File: config.mk
export PLATFORM = sky130hd
export DESIGN_NAME = sdram_read_arbiter
export DESIGN_NICKNAME = d
export VERILOG_FILES = /design/src/rtl/sdram_read_arbiter.sv
export SDC_FILE = /design/constraint.sdc
export NUM_CORES = 1
export LEC_CHECK = 0
export ABC_AREA = 1
export BUFFER_PORTS_ARGS = -buffer_cell sky130_fd_sc_hd__buf_4
export CELL_PAD_IN_SITES_DETAIL_PLACEMENT = 1
export CELL_PAD_IN_SITES_GLOBAL_PLACEMENT = 2
export CORE_AREA = 3 3 278 280
export CTS_CLUSTER_SIZE = 10
export DETAILED_ROUTE_END_ITERATION = 10
export DIE_AREA = 0 0 281 283
export MAX_ROUTING_LAYER = met4
export PLACE_DENSITY_LB_ADDON = 0.1
export SETUP_SLACK_MARGIN = 0.05
export SLEW_MARGIN = 40
export SYNTH_ARGS = -nofsm -noshare
export SYNTH_HDL_FRONTEND = slang
export SYNTH_SLANG_ARGS = --single-unit
export TNS_END_PERCENT = 30
File: constraint.sdc
create_clock -name iclk_50 -period 1.5 [get_ports iclk_50]
set_clock_uncertainty 0.05 [all_clocks]
set_input_delay 0 -clock iclk_50 [delete_from_list [all_inputs] [get_ports iclk_50]]
set_output_delay 0 -clock iclk_50 [all_outputs]
set_load 0.05 [all_outputs]
File: src/rtl/sdram_read_arbiter.sv
// sdram_read_arbiter
//   Shares one SDRAM controller port between a read-only display fetch path
//   (port 0, fixed priority) and a host read/write path (port 1). A bounded
//   streak counter lets port 1 in after STARVE_LIMIT consecutive port-0 grants
//   made while port 1 was waiting. Accesses that see no controller ack within
//   ACK_TIMEOUT BUSY cycles are aborted, and the sticky o_timeout flag is set.
//
// Ports
//   iclk_50, ireset             clock, synchronous active-high reset
//   i_p0_req/addr               port 0 read request (level, held until ack)
//   o_p0_data/ack               port 0 read data (held) and one-cycle ack
//   i_p1_req/we/addr/wdata      port 1 request, direction, address, write data
//   o_p1_data/ack               port 1 read data and one-cycle ack
//   o_mem_req/we/addr/wdata     registered request to the SDRAM controller
//   i_mem_data/ack              controller read data and completion strobe
//   o_busy                      high while an access is in BUSY or RESP
//   o_timeout                   sticky abort flag, cleared only by reset
module sdram_read_arbiter #(
  parameter int STARVE_LIMIT = 4,
  parameter int ACK_TIMEOUT  = 255
) (
  input  logic         iclk_50,
  input  logic         ireset,
  input  logic         i_p0_req,
  input  logic [21:0]  i_p0_addr,
  output logic [127:0] o_p0_data,
  output logic         o_p0_ack,
  input  logic         i_p1_req,
  input  logic         i_p1_we,
  input  logic [21:0]  i_p1_addr,
  input  logic [127:0] i_p1_wdata,
  output logic [127:0] o_p1_data,
  output logic         o_p1_ack,
  output logic         o_mem_req,
  output logic         o_mem_we,
  output logic [21:0]  o_mem_addr,
  output logic [127:0] o_mem_wdata,
  input  logic [127:0] i_mem_data,
  input  logic         i_mem_ack,
  output logic         o_busy,
  output logic         o_timeout
);

  typedef enum logic [2:0] {
    ST_IDLE = 3'b001,
    ST_BUSY = 3'b010,
    ST_RESP = 3'b100
  } state_t;

  localparam logic [3:0] STREAK_MAX = 4'(STARVE_LIMIT);
  localparam logic [9:0] TMO_MAX    = 10'(ACK_TIMEOUT);

  state_t         state_q, state_d;
  logic [3:0]     streak_q, streak_d;
  logic [9:0]     tmo_q, tmo_d;
  logic           gnt_p1_q, gnt_p1_d;
  logic           mem_req_q, mem_req_d;
  logic           mem_we_q, mem_we_d;
  logic [21:0]    mem_addr_q, mem_addr_d;
  logic [127:0]   mem_wdata_q, mem_wdata_d;
  logic [127:0]   p0_data_q, p0_data_d;
  logic [127:0]   p1_data_q, p1_data_d;
  logic           p0_ack_q, p0_ack_d;
  logic           p1_ack_q, p1_ack_d;
  logic           timeout_q, timeout_d;
  logic           pick_p1;

  always_comb begin
    state_d     = state_q;
    streak_d    = streak_q;
    tmo_d       = tmo_q;
    gnt_p1_d    = gnt_p1_q;
    mem_req_d   = mem_req_q;
    mem_we_d    = mem_we_q;
    mem_addr_d  = mem_addr_q;
    mem_wdata_d = mem_wdata_q;
    p0_data_d   = p0_data_q;
    p1_data_d   = p1_data_q;
    p0_ack_d    = 1'b0;
    p1_ack_d    = 1'b0;
    timeout_d   = timeout_q;
    // Port 1 wins when alone, or when port 0 has used up its streak.
    pick_p1     = i_p1_req && (!i_p0_req || (streak_q == STREAK_MAX));

    case (state_q)
      ST_IDLE: begin
        if (i_p0_req || i_p1_req) begin
          mem_req_d = 1'b1;
          tmo_d     = '0;
          state_d   = ST_BUSY;
          if (pick_p1) begin
            gnt_p1_d    = 1'b1;
            mem_we_d    = i_p1_we;
            mem_addr_d  = i_p1_addr;
            mem_wdata_d = i_p1_wdata;
            streak_d    = '0;
          end else begin
            gnt_p1_d    = 1'b0;
            mem_we_d    = 1'b0;
            mem_addr_d  = i_p0_addr;
            mem_wdata_d = '0;
            // Only port-0 grants that made port 1 wait count towards the streak.
            if (!i_p1_req) begin
              streak_d = '0;
            end else if (streak_q != STREAK_MAX) begin
              streak_d = streak_q + 4'd1;
            end
          end
        end
      end

      ST_BUSY: begin
        if (i_mem_ack) begin
          if (gnt_p1_q) begin
            p1_data_d = i_mem_data;
            p1_ack_d  = 1'b1;
          end else begin
            p0_data_d = i_mem_data;
            p0_ack_d  = 1'b1;
          end
          mem_req_d = 1'b0;
          tmo_d     = '0;
          state_d   = ST_RESP;
        end else if ((tmo_q + 10'd1) == TMO_MAX) begin
          // Abort silently; the requester still holds its request and is
          // simply re-arbitrated from IDLE.
          mem_req_d = 1'b0;
          tmo_d     = '0;
          timeout_d = 1'b1;
          state_d   = ST_IDLE;
        end else begin
          tmo_d = tmo_q + 10'd1;
        end
      end

      ST_RESP: begin
        state_d = ST_IDLE;
      end

      default: begin
        state_d   = ST_IDLE;
        mem_req_d = 1'b0;
      end
    endcase
  end

  always_ff @(posedge iclk_50) begin
    if (ireset) begin
      state_q     <= ST_IDLE;
      streak_q    <= '0;
      tmo_q       <= '0;
      gnt_p1_q    <= 1'b0;
      mem_req_q   <= 1'b0;
      mem_we_q    <= 1'b0;
      mem_addr_q  <= '0;
      mem_wdata_q <= '0;
      p0_data_q   <= '0;
      p1_data_q   <= '0;
      p0_ack_q    <= 1'b0;
      p1_ack_q    <= 1'b0;
      timeout_q   <= 1'b0;
    end else begin
      state_q     <= state_d;
      streak_q    <= streak_d;
      tmo_q       <= tmo_d;
      gnt_p1_q    <= gnt_p1_d;
      mem_req_q   <= mem_req_d;
      mem_we_q    <= mem_we_d;
      mem_addr_q  <= mem_addr_d;
      mem_wdata_q <= mem_wdata_d;
      p0_data_q   <= p0_data_d;
      p1_data_q   <= p1_data_d;
      p0_ack_q    <= p0_ack_d;
      p1_ack_q    <= p1_ack_d;
      timeout_q   <= timeout_d;
    end
  end

  assign o_mem_req   = mem_req_q;
  assign o_mem_we    = mem_we_q;
  assign o_mem_addr  = mem_addr_q;
  assign o_mem_wdata = mem_wdata_q;
  assign o_p0_data   = p0_data_q;
  assign o_p0_ack    = p0_ack_q;
  assign o_p1_data   = p1_data_q;
  assign o_p1_ack    = p1_ack_q;
  assign o_timeout   = timeout_q;
  assign o_busy      = (state_q == ST_BUSY) || (state_q == ST_RESP);

endmodule

==> metrics.sh, run 1 <==
SYNTH_TOP_CELLS_BY_AREA='sky130_fd_sc_hd__dfxtp_1 55%, sky130_fd_sc_hd__nor2_1 13%, sky130_fd_sc_hd__o21ai_0 8.1%'
NUMBER_OF_GLOBAL_ROUTE_VIAS_BEFORE_REPAIR=19800
GLOBAL_ROUTE.OVERFLOW_TOTAL=0
REPORT.FINAL.SETUP_VIOL=428
FINALHOLDVIOLCOUNT=0
POST_DRT_ANTENNA_NETS=0
TIMING.HOLD.WORST.CLASS='input port to flop'
SETUP-TNS-FINAL_NS=-56.15
TIGHTEST_SLEW_NS=0.863
SYNTH.CELL_AREA_UM2=15600
GRT_ANTENNA_BEFORE_REPAIR=14
REG2REG_SLACK_NS=-0.23
R2R-START='state_q[1]$_SDFFE_PP0P_'
FF2FF_PATH_DEPTH=11
TIMING.FINAL.CRIT_SHARE_PCT=115
SYNTHDISTINCTLIBCELLS=34
SYNTHDOMINANTCELLAREASHARE_PCT=55.2
CP.ARRIVAL_NS=2.22
POWER.LEAKAGE_nW=13.5
POST_SYNTH_XOR_AREA_FRACTION_PCT=0.169
AREA_GROWTH_PCT=101
VDD_DROP_MAX_uV=780
CRITICAL_R2R_CAPTURE='o_p0_data[59]$_SDFFE_PP0P_'
DETAIL_ROUTE.VIAS_PER_CELL=4.43
POST-SYNTH-TOP-AREA-CELL='sky130_fd_sc_hd__dfxtp_1'
FLOORPLAN.INITIALDENSITY_PCT=20.8
DP.FINAL_HPWL_UM=57100
DRC=0
LAYOUT.CELLS.NON_FILLER=4157
CRIT_TYPE='flop to flop'
PLACE.PORT_BUFFERS=717
CORE_AREA_UM2=74700
H_TREE_LVL_COUNT=2
CRITICAL-PATH-TOP-CELL-BY-COUNT='sky130_fd_sc_hd__buf_12'
LAYOUT-DRIVE-GT1-SHARE_PCT=41.5
FIN_TOTAL_PWR_mW=32.5
YS_FLOP_TYPE='sky130_fd_sc_hd__dfxtp_1'
SYNTH_EDF_COUNT=0
FINAL_MAX_SLEW_VIOL_COUNT=0
GRT_SETUP_UNREPAIRED='true'
GRT_FIRST_PASS_WIRELENGTH_UM=128000
GP_CONGESTION=0.784
NUMBER_OF_MAXIMUM_CAPACITANCE_VIOLATIONS=0
ROUTED_WL_UM=90500
CLKLATENCYLATEPIN_NS=0.60
YOSYS_REGISTER_BITS=429
CLK_PIN_SLEW_NS=0.06
FINISH.INSTANCE_AREA_UM2=31200
CTS_SINKS=429
MIN_TO='o_p0_data[35]$_SDFFE_PP0P_'
YS_SEQ_AREA_SHARE_PCT=55.2
CORE.ROWCOUNT=100
POSTSYNTH.ASYNCRESETSHARE_PCT=0
POST_DRT_WL_PER_CELL_UM=21.8
WORSTSETUPSTARTPOINTTYPE='flop'
AVGSYNTHCELLAREA_UM2=7.78
POSTPLACECELLAREA_UM2=22700
GRT_START_MAX_NET_PINS=146
MIN_PERIOD_NS=1.73
CP_CELL_SEQUENCE='inv_2, nor3_2, buf_4, inv_4, nor3_4, buf_12, buf_16, buf_12, buf_12, o21ai_1, nor2_1'
PRECTSSETUPSLACK_NS=-0.244
CTS-ROOT-TO-SINK-BUFFERS=3
DIE_AREA_UM2=79500
STARTPOINT_OF_THE_TIGHTEST_HOLD_CHECK_PATH='i_mem_data[35]'
SYNTH_COMPOUND_AREA_SHARE_PCT=14.3
DETAILED_ROUTE_ITER0_VIOLATIONS=582
TOTAL_GLOBAL_ROUTE_TRACK_USAGE_PCT=21.7
YOSYS.CELL_COUNT.TOP_TYPE='sky130_fd_sc_hd__nor2_1'
HOLD_DEPTH=4
TOP_CELLS_BY_INSTANCE_COUNT_AFTER_SYNTHESIS='523 x sky130_fd_sc_hd__nor2_1, 429 x sky130_fd_sc_hd__dfxtp_1, 253 x sky130_fd_sc_hd__o21ai_0'
ROUTE.VIAS.TOTAL=18400
TOP_LEVEL_PORTS=718
TIMING.CRITICAL_PATH.SLOWEST_CELL_DELAY_NS=0.34
CRIT_PATH_TOP_DELAY_CELL='sky130_fd_sc_hd__dfxtp_2'
SYNTH_FP_NETS=2309
VIOLATIONS='negative setup slack'
ENDPOINT_KIND='flop'
MAX-SLEW-MARGIN-REL_PCT=42.4
CHIPWIDTH_UM=281
TIMING.FINAL.WS_SETUP_NS=-0.229
SYNTH_TOP_FAMILY_BY_AREA='simple AND/OR/NAND/NOR gates'
DIE-HEIGHT_UM=283
RUN_STATUS='finished, violations left'
POWER_PER_CELL_AREA_nW_PER_UM2=1040
POST_SYNTH_AND_OR_NAND_NOR_AREA_FRACTION_PCT=24.3
POST_SYNTHESIS_CELLS=1999
CTS_TREE='yes'
PLACED_CELLS=3630
TRITONCTS.NUM_BUFFERS=54
YOSYSWARNINGS=0
FMAX_GHz=0.578
CTS_ROOT_CELL='sky130_fd_sc_hd__clkbuf_16'
INITIAL_DRT_PASS_ITERATIONS=4
REQUIRED_NS=1.99
MUXSHAREOFSYNTHAREA_PCT=0
WORSTPATHMAXFANOUT=7
SYNTH-ADDER-AREA-SHARE_PCT=0.322
NETS=3447
-- placed cells by master, fill, tap and decap left out, types with 9 or more instances in the layout --
master	Yosys	layout
sky130_fd_sc_hd__buf_4	9	779
sky130_fd_sc_hd__dfxtp_1	429	420
sky130_fd_sc_hd__nor2_1	523	409
sky130_fd_sc_hd__dlygate4sd3_1	0	305
sky130_fd_sc_hd__nand2_1	215	199
sky130_fd_sc_hd__nand3_1	170	141
sky130_fd_sc_hd__a21oi_1	144	135
sky130_fd_sc_hd__o21ai_0	253	119
sky130_fd_sc_hd__o21ai_2	0	89
sky130_fd_sc_hd__nor2_2	5	89
sky130_fd_sc_hd__clkbuf_16	0	75
sky130_fd_sc_hd__buf_12	0	53
sky130_fd_sc_hd__o21ai_1	7	42
sky130_fd_sc_hd__buf_16	0	42
sky130_fd_sc_hd__inv_1	44	36
sky130_fd_sc_hd__nor2_4	1	31
sky130_fd_sc_hd__nand3_2	1	26
sky130_fd_sc_hd__o211ai_1	22	22
sky130_fd_sc_hd__clkbuf_1	77	19
sky130_fd_sc_hd__buf_6	1	16
sky130_fd_sc_hd__diode_2	0	15
sky130_fd_sc_hd__buf_8	0	13
sky130_fd_sc_hd__nand2_2	0	12
sky130_fd_sc_hd__o21ai_4	0	10
sky130_fd_sc_hd__a21oi_2	1	9
-- power breakdown --
group          internal [mW]  total, mW  switching (mW)
logic                   3.44       7.89            4.45
clock network           7.10       12.4            5.29
registers               11.9       12.2           0.297
total                   22.4       32.5            10.0
-- metal layers --
metal / vias to the layer above / wire [um] / track usage, %
li1: 8863 / - / -
met1: 8909 / 34500 / 23.0
met2: 496 / 46700 / 38.3
met3: 147 / 5820 / 6.12
met4: 0 / 3410 / 7.98
met5: - / 0 / -
-- through the flow --
step           utilization, %  hold slack [ns]
4_1_cts                  39.7           0.0572
2_1_floorplan               -           0.0849
3_3_place_gp             30.4            0.180
5_1_grt                  41.8            0.106
6_report                 41.8            0.113
3_5_place_dp             30.4            0.188
-- cells by family after synthesis --
| kind of cell | count (synthesis) |
|---|---|
| flip-flops | 429 |
| AO/OA/AOI/OAI | 430 |
| AND/OR/NAND/NOR | 927 |
| XOR/XNOR | 3 |
| buffers and inverters | 206 |
| adder cells (fa/ha/maj) | 4 |
-- how the worst max path moves through the flow --
| stage | endpoint | slack, ns | depth (start not counted) | start |
|---|---|---|---|---|
| CTS | o_busy | -0.25 | 7 | state_q[1]$_SDFFE_PP0P_ |
| finish | o_p0_data[59]$_SDFFE_PP0P_ | -0.23 | 11 | state_q[1]$_SDFFE_PP0P_ |
| global route | tmo_q[1]$_SDFFE_PP0P_ | -0.38 | 11 | tmo_q[1]$_SDFFE_PP0P_ |
| detailed placement | tmo_q[1]$_SDFFE_PP0P_ | -0.24 | 11 | tmo_q[1]$_SDFFE_PP0P_ |
| global placement | o_mem_req$_SDFFE_PP0P_ | -0.24 | 11 | tmo_q[2]$_SDFFE_PP0P_ |
| floorplan | tmo_q[2]$_SDFFE_PP0P_ | -0.11 | 11 | tmo_q[1]$_SDFFE_PP0P_ |
-- area by class of cell --
class                           count  area (um^2)
Fill cell                        8539        43500
Timing Repair Buffer             1230        12100
Clock buffer                       82         1560
Antenna cell                       15         37.5
Timing Repair inverter              6          103
Tap cell                          969         1210
Multi-Input combinational cell   1364         7300
Inverter                           52          285
Clock inverter                     10         71.3
Sequential cell                   429         8610
-- repair_timing --
action | in CTS | in global routing
setup endpoints to repair | 428 | 429
endpoints found under the hold margin | 428 | 0
hold buffers | 305 | 0
cloned | 42 | 29
pin swaps | 78 | 106
buffers inserted | 40 | 15
resized for setup | 275 | 342
-- sequential cells by signal (all words and copies together) (netlist names) --
name         count
o_mem_addr      22
o_p0_ack         1
tmo_q           10
o_p0_data      128
o_mem_wdata    128
o_mem_we         1
gnt_p1_q         1
o_mem_req        1
o_p1_data      128
streak_q         4
state_q          3
o_timeout        1
o_p1_ack         1
-- critical path, delay by kind of cell (launching register included) --
| family | cells | cell delay, ns |
|---|---|---|
| flip-flops | 1 | 0.34 |
| AND/OR/NAND/NOR | 3 | 0.34 |
| AO/OA/AOI/OAI | 1 | 0.06 |
| buffers and inverters | 7 | 0.85 |
No activity file was read; power rests on OpenSTA's default activity.
==> run 2: changes to the inputs <==
--- a/config.mk
+++ b/config.mk
@@ -6,13 +6,13 @@
 export NUM_CORES = 1
 export LEC_CHECK = 0
 export ABC_AREA = 1
-export BUFFER_PORTS_ARGS = -buffer_cell sky130_fd_sc_hd__buf_4
 export CELL_PAD_IN_SITES_DETAIL_PLACEMENT = 1
 export CELL_PAD_IN_SITES_GLOBAL_PLACEMENT = 2
-export CORE_AREA = 3 3 278 280
+export CORE_AREA = 3 3 276 278
 export CTS_CLUSTER_SIZE = 10
 export DETAILED_ROUTE_END_ITERATION = 10
-export DIE_AREA = 0 0 281 283
+export DIE_AREA = 0 0 279 281
+export DONT_BUFFER_PORTS = 1
 export MAX_ROUTING_LAYER = met4
 export PLACE_DENSITY_LB_ADDON = 0.1
 export SETUP_SLACK_MARGIN = 0.05
==> metrics.sh, run 2 (same netlist as run 1, synthesis figures left out) <==
FLOORPLAN.INITIALDENSITY_PCT=21.0  # +0.14 points
VDD_DROP_MAX_uV=887  # +14%
HOLD-WORST-SLACK_NS=-0.534  # -0.646 ns
NUMBER_OF_GLOBAL_ROUTE_VIAS_BEFORE_REPAIR=16900  # -15%
VIOLATIONS='negative hold slack, negative setup slack'
DIE_AREA_UM2=78400  # -1.4%
TOTAL_GLOBAL_ROUTE_TRACK_USAGE_PCT=18.8  # -2.9 points
CRIT_PATH_TOP_DELAY_CELL='sky130_fd_sc_hd__dfxtp_2'
TIGHTEST_SLEW_NS=0.576  # -0.287 ns
NETS=2997  # -13%
POWER.LEAKAGE_nW=11.0  # -19%
LAYOUT-DRIVE-GT1-SHARE_PCT=31.6  # -9.9 points
CORE_AREA_UM2=74200  # -0.67%
GRT_START_MAX_NET_PINS=147  # +0.68%
GP_CONGESTION=0.817  # +4.2%
DP.FINAL_HPWL_UM=53300  # -6.6%
CHIPWIDTH_UM=279  # -0.71%
FINISH.INSTANCE_AREA_UM2=26600  # -15%
CLK_PIN_SLEW_NS=0.05  # about the same
CP_CELL_SEQUENCE='inv_2, nor3_4, inv_2, nor3_4, buf_12, buf_16, clkinv_16, clkbuf_16, nor2_2, nor2_1'
DIE-HEIGHT_UM=281  # -0.71%
GRT_FIRST_PASS_WIRELENGTH_UM=109000  # -14%
TIMING.HOLD.WORST.CLASS='input port to flop'
CTS_TREE='yes'
TIMING.FINAL.CRIT_SHARE_PCT=117  # +1.7 points
CRIT_TYPE='flop to flop'
H_TREE_LVL_COUNT=2  # unchanged
ENDPOINT_KIND='flop'
ROUTED_WL_UM=79400  # -12%
CTS_SINKS=429  # unchanged
FINAL_MAX_SLEW_VIOL_COUNT=0  # unchanged
TOP_LEVEL_PORTS=718  # unchanged
FINALHOLDVIOLCOUNT=145  # +145
DETAIL_ROUTE.VIAS_PER_CELL=4.42  # -0.30%
FILLERINSTANCES=8592  # +0.62%
INITIAL_DRT_PASS_ITERATIONS=5  # +1
DRC=0  # unchanged
GRT_ANTENNA_BEFORE_REPAIR=15  # +1
TIMING.CRITICAL_PATH.SLOWEST_CELL_DELAY_NS=0.33  # about the same
TRITONCTS.NUM_BUFFERS=55  # +1.9%
POST_DRT_ANTENNA_NETS=0  # unchanged
CTS_ROOT_CELL='sky130_fd_sc_hd__clkbuf_16'
FINAL_CELL_MIX='476 x sky130_fd_sc_hd__buf_4, 421 x sky130_fd_sc_hd__dfxtp_1, 395 x sky130_fd_sc_hd__nor2_1, 214 x sky130_fd_sc_hd__o21ai_0, 212 x sky130_fd_sc_hd__dlygate4sd3_1'
CP.ARRIVAL_NS=2.18  # -0.04 ns
POST-ROUTE-UTIL_PCT=35.8  # -6.0 points
FMAX_GHz=0.570  # -1.4%
RUN_STATUS='finished, violations left'
NUMBER_OF_MAXIMUM_CAPACITANCE_VIOLATIONS=0  # unchanged
CLKLATENCYLATEPIN_NS=0.59  # about the same
WORSTSETUPSTARTPOINTTYPE='flop'
MAX-SLEW-MARGIN-REL_PCT=61.5  # +19 points
GLOBAL_ROUTE.OVERFLOW_TOTAL=0  # unchanged
ROUTE.VIAS.TOTAL=16400  # -11%
GRT_SETUP_UNREPAIRED='true'
LAYOUT.CELLS.NON_FILLER=3709  # -11%
SETUP-TNS-FINAL_NS=-57.26  # -1.11 ns
POWER_PER_CELL_AREA_nW_PER_UM2=1180  # +14%
POST_DRT_WL_PER_CELL_UM=21.4  # -1.6%
TIMING.FINAL.WS_SETUP_NS=-0.254  # -0.0248 ns
AREA_GROWTH_PCT=70.8
CORE.ROWCOUNT=100  # unchanged
PLACE.PORT_BUFFERS=0  # -100%
MIN_PERIOD_NS=1.75  # +0.0248 ns
PLACED_CELLS=3331  # -8.2%
LAYOUT_COMMONEST_CELL='sky130_fd_sc_hd__buf_4'
DETAILED_ROUTE_ITER0_VIOLATIONS=577  # -0.86%
CTS-ROOT-TO-SINK-BUFFERS=3  # unchanged
REPORT.FINAL.SETUP_VIOL=419  # -2.1%
WORSTPATHMAXFANOUT=6  # -1
POSTPLACECELLAREA_UM2=20500  # -9.9%
REQUIRED_NS=1.92  # -0.07 ns
-- run 2: cell count changes in the layout (fill, tap and decap cells not counted), moves of 12 or more --
cell                            change
sky130_fd_sc_hd__buf_4            -303
sky130_fd_sc_hd__o21ai_0           +95
sky130_fd_sc_hd__dlygate4sd3_1     -93
sky130_fd_sc_hd__o21ai_2           -70
sky130_fd_sc_hd__nor2_4            +38
sky130_fd_sc_hd__nor2_2            -24
sky130_fd_sc_hd__buf_16            -22
sky130_fd_sc_hd__o21ai_1           -16
sky130_fd_sc_hd__buf_12            -15
sky130_fd_sc_hd__nand3_1           +15
sky130_fd_sc_hd__nand3_2           -14
sky130_fd_sc_hd__nor2_1            -14
sky130_fd_sc_hd__nand2_1           +12
-- run 2: what timing repair did --
| item | CTS | global route |
|---|---|---|
| buffers inserted | 11 | 11 |
| resized for setup | 173 | 190 |
| endpoints found under the hold margin | 429 | 145 |
| cloned | 14 | 22 |
| hold buffers | 177 | 36 |
| pin swaps | 29 | 20 |
| setup endpoints to repair | 429 | 429 |
-- run 2: worst paths after layout --
| path | endpoint | cells after the start | slack [ns] | startpoint |
|---|---|---|---|---|
| setup / recovery | o_p0_data[1]$_SDFFE_PP0P_ | 10 | -0.25 | state_q[1]$_SDFFE_PP0P_ |
| hold / removal | o_mem_wdata[104]$_SDFFE_PP0P_ | 1 | -0.53 | ireset |
| setup reg to reg | o_p0_data[1]$_SDFFE_PP0P_ | 10 | -0.25 | state_q[1]$_SDFFE_PP0P_ |
| hold reg to reg | o_mem_wdata[110]$_SDFFE_PP0P_ | 2 | 0.41 | o_mem_wdata[110]$_SDFFE_PP0P_ |
-- run 2: area by class of cell --
cell class / instances / area (um^2) / area share (%)
Tap cell: 969 / 1210 / 4.56
Clock buffer: 84 / 1610 / 6.04
Multi-Input combinational cell: 1364 / 6990 / 26.3
Sequential cell: 429 / 8610 / 32.4
Timing Repair Buffer: 782 / 7680 / 28.9
Antenna cell: 15 / 37.5 / 0.141
Clock inverter: 11 / 149 / 0.560
Inverter: 52 / 244 / 0.918
Timing Repair inverter: 3 / 56.3 / 0.212
-- run 2: through the flow --
step / power [mW] / worst slack, ns
6_report: 31.4 / -0.254
5_1_grt: 32.8 / -0.351
4_1_cts: 31.3 / -0.215
3_5_place_dp: 17.1 / -0.322
3_3_place_gp: 17.1 / -0.241
2_1_floorplan: 15.5 / -0.106
-- run 2: layer usage --
layer / vias up / share of wire [%] / wire length [um] / track usage [%]
met1: 7870 / 38 / 30100 / 19.7
met5: - / 0 / 0 / -
li1: 7941 / - / - / -
met2: 453 / 52 / 41500 / 33.4
met4: 0 / 3.1 / 2450 / 6.37
met3: 117 / 6.7 / 5350 / 6.11
-- run 2: critical path, delay by kind of cell, from the launching register on --
family,cells,cell delay (ns)
simple gates,4,0.50
flops,1,0.33
buf+inv,6,0.76
-- run 2: report_power, final --
group	internal, mW	leakage [nW]	switching [mW]	total (mW)
Sequential	11.9	3.48	0.277	12.2
Combinational	2.28	6.61	3.92	6.21
Clock	7.82	0.864	5.25	13.1
==> run 3: changes to the inputs <==
--- a/config.mk
+++ b/config.mk
@@ -7,11 +7,11 @@
 export LEC_CHECK = 0
 export ABC_AREA = 1
 export CELL_PAD_IN_SITES_DETAIL_PLACEMENT = 1
-export CELL_PAD_IN_SITES_GLOBAL_PLACEMENT = 2
-export CORE_AREA = 3 3 276 278
+export CELL_PAD_IN_SITES_GLOBAL_PLACEMENT = 1
+export CORE_AREA = 2 2 280 282
 export CTS_CLUSTER_SIZE = 10
 export DETAILED_ROUTE_END_ITERATION = 10
-export DIE_AREA = 0 0 279 281
+export DIE_AREA = 0 0 282 284
 export DONT_BUFFER_PORTS = 1
 export MAX_ROUTING_LAYER = met4
 export PLACE_DENSITY_LB_ADDON = 0.1
==> metrics.sh, run 3 (same netlist as run 1, synthesis figures left out) <==
TIMING.CRITICAL_PATH.SLOWEST_CELL_DELAY_NS=0.33  # about the same
CTS-ROOT-TO-SINK-BUFFERS=3  # unchanged
COMB_POWER_SHARE_PCT=19.5  # -0.2 points
FINAL_MAX_SLEW_VIOL_COUNT=0  # unchanged
CRITICAL_R2R_CAPTURE='o_p0_data[54]$_SDFFE_PP0P_'
POST_DRT_ANTENNA_NETS=0  # unchanged
REPORT.FINAL.SETUP_VIOL=425  # +1.4%
HOLD_DEPTH=1  # unchanged
WORSTSETUPSTARTPOINTTYPE='flop'
GLOBAL_ROUTE.OVERFLOW_TOTAL=0  # unchanged
GRT_SETUP_UNREPAIRED='true'
NUMBER_OF_MAXIMUM_CAPACITANCE_VIOLATIONS=0  # unchanged
LAYOUT_COMMONEST_CELL='sky130_fd_sc_hd__buf_4'
CLKLATENCYLATEPIN_NS=0.60  # about the same
GRT_FIRST_PASS_WIRELENGTH_UM=111000  # +1.4%
CP_CELL_SEQUENCE='nor3_4, buf_6, inv_4, nor3_4, buf_12, buf_12, inv_16, clkbuf_16, nor2_1, nor2_1'
FMAX_GHz=0.570  # about the same
CLK_PIN_SLEW_NS=0.06  # about the same
DETAILED_ROUTE_ITER0_VIOLATIONS=530  # -8.1%
INITIAL_DRT_PASS_ITERATIONS=4  # -1
DETAIL_ROUTE.VIAS_PER_CELL=4.37  # -0.96%
R2R-START='state_q[2]$_SDFFE_PP0P_'
SW_FRAC_OF_TOTAL_PCT=29.9  # -0.12 points
CTS_TREE='yes'
DIE_AREA_UM2=80100  # +2.2%
CTS_SINKS=429  # unchanged
TIGHTEST_SLEW_NS=0.477  # -0.0995 ns
P_INT_mW=21.5  # -2.3%
NET-SWITCHING-POWER_mW=9.18  # -2.9%
DRC=0  # unchanged
HOLD-WORST-SLACK_NS=-0.540  # -0.00633 ns
WORSTPATHMAXFANOUT=15  # +9
VDD_DROP_MAX_uV=765  # -14%
REQUIRED_NS=1.94  # +0.02 ns
GRT_ANTENNA_BEFORE_REPAIR=4  # -11
VIOLATIONS='negative hold slack, negative setup slack'
PLACE.PORT_BUFFERS=0  # unchanged
CTS_ROOT_CELL='sky130_fd_sc_hd__clkbuf_16'
TIMING.FINAL.CRIT_SHARE_PCT=117  # about the same
FINAL_CELL_MIX='469 x sky130_fd_sc_hd__buf_4, 421 x sky130_fd_sc_hd__dfxtp_1, 401 x sky130_fd_sc_hd__nor2_1, 304 x sky130_fd_sc_hd__dlygate4sd3_1, 211 x sky130_fd_sc_hd__nand2_1'
NETS=3093  # +3.2%
FF2FF_PATH_DEPTH=10  # unchanged
ROUTE.VIAS.TOTAL=16900  # +3.1%
ENDPOINT_KIND='flop'
PWR-SHARE-CLK_PCT=40.8  # -0.8 points
DP.FINAL_HPWL_UM=51600  # -3.2%
CRIT_TYPE='flop to flop'
AREA_GROWTH_PCT=76.9
REG2REG_SLACK_NS=-0.25  # about the same
FINALHOLDVIOLCOUNT=145  # unchanged
POWER.LEAKAGE_nW=11.5  # +4.8%
NUMBER_OF_GLOBAL_ROUTE_VIAS_BEFORE_REPAIR=17900  # +6.1%
FLOORPLAN.INITIALDENSITY_PCT=20.2  # -0.75 points
MIN_PERIOD_NS=1.75  # +0.000936 ns
GP_CONGESTION=0.824  # +0.87%
ROUTED_WL_UM=79000  # -0.55%
STARTPOINT_OF_THE_TIGHTEST_HOLD_CHECK_PATH='ireset'
CORE_AREA_UM2=77000  # +3.7%
LAYOUT-DRIVE-GT1-SHARE_PCT=31.5  # -0.097 points
MULTI_INPUT_COMB_AREA_UM2=6970  # -0.29%
FIN_TOTAL_PWR_mW=30.7  # -2.5%
POWER_PER_CELL_AREA_nW_PER_UM2=1110  # -5.9%
TIMING.HOLD.WORST.CLASS='input port to flop'
SHARE_SEQ_OF_TOTAL_POWER_PCT=39.7  # +1.0 points
MAX-SLEW-MARGIN-REL_PCT=68.2  # +6.6 points
TOTAL_GLOBAL_ROUTE_TRACK_USAGE_PCT=18.5  # -0.31 points
REGAREA_UM2=8600  # about the same
TIMING.FINAL.WS_SETUP_NS=-0.255  # -0.000936 ns
FILLERINSTANCES=8931  # +3.9%
H_TREE_LVL_COUNT=2  # unchanged
RUN_STATUS='finished, violations left'
CP.ARRIVAL_NS=2.19  # about the same
CHIPWIDTH_UM=282  # +1.1%
DIE-HEIGHT_UM=284  # +1.1%
CRIT_PATH_TOP_DELAY_CELL='sky130_fd_sc_hd__dfxtp_2'
TOP_LEVEL_PORTS=718  # unchanged
TRITONCTS.NUM_BUFFERS=53  # -3.6%
GRT_START_MAX_NET_PINS=147  # unchanged
CORE.ROWCOUNT=102  # +2.0%
POST_DRT_WL_PER_CELL_UM=20.5  # -4.5%
MIN_TO='o_p0_ack$_SDFF_PP0_'
-- run 3: cell count changes in the layout (fill, tap and decap cells not counted), sizes merged --
cell	delta
dlygate4sd3	+92
diode	-10
clkinv	-7
bufinv	-2
clkinvlp	+1
buf	+9
inv	-2
-- run 3: timing repair --
item,CTS,global route
endpoints found under the hold margin,429,149
endpoints found under the setup margin,428,429
hold buffers,305,1
pin swaps,31,61
resized for setup,191,282
cloned,12,24
buffers inserted,19,11
-- run 3: worst max path at each step --
stage / startpoint / slack (ns) / endpoint
global placement: tmo_q[1]$_SDFFE_PP0P_ / -0.27 / tmo_q[1]$_SDFFE_PP0P_
finish: state_q[2]$_SDFFE_PP0P_ / -0.25 / o_p0_data[54]$_SDFFE_PP0P_
detailed placement: state_q[1]$_SDFFE_PP0P_ / -0.30 / o_p1_data[32]$_SDFFE_PP0P_
global route: state_q[2]$_SDFFE_PP0P_ / -0.35 / o_p0_data[67]$_SDFFE_PP0P_
floorplan: tmo_q[1]$_SDFFE_PP0P_ / -0.11 / tmo_q[2]$_SDFFE_PP0P_
CTS: state_q[1]$_SDFFE_PP0P_ / -0.25 / o_p1_data[103]$_SDFFE_PP0P_
-- run 3: cell type report --
cell class,instances,share of cell area (%)
clock buffer,85,5.85
antenna,5,0.0455
tap,1040,4.73
inverter,52,0.841
multi-input combinational,1364,25.3
clock inverter,3,0.168
timing repair buffer,882,31.8
sequential,429,31.2
timing repair inverter,1,0.0727
-- run 3: critical path: cells and delay by family (launching register included) --
family,cells,cell delay (ns)
buffers and inverters,6,0.71
AND/OR/NAND/NOR,4,0.51
flip-flops,1,0.33
-- run 3: through the flow --
step                utilization (%)  cells  setup WS (ns)  setup TNS, ns  instance area (um^2)
floorplan                         -   1999         -0.106         -0.996                 15600
global placement               26.7   3403         -0.268         -39.13                 20600
detailed placement             26.7   3403         -0.297         -61.87                 20600
CTS                            34.1   3827         -0.252         -66.34                 26200
global route                   35.8   3860         -0.351        -107.50                 27500
finish                         35.8   3861         -0.255         -58.66                 27500
-- run 3: metal layers --
metal | vias to the layer above | part of all wire (%) | track usage (%)
li1 | 8121 | - | -
met1 | 8113 | 39 | 19.6
met2 | 489 | 50 | 32.0
met3 | 165 | 6.8 | 5.48
met4 | 0 | 4.2 | 7.53
met5 | - | 0 | -
-- run 3: power groups by stage --
stage / combinational [mW] / clock (mW) / sequential (mW)
final: 5.97 / 12.5 / 12.2
after global routing: 6.36 / 13.5 / 12.2
after detailed placement: 4.82 / 0 / 12.4
after CTS: 5.73 / 13.0 / 12.2
after floorplan: 1.52 / 0 / 14.0
after global placement: 4.79 / 0 / 12.4
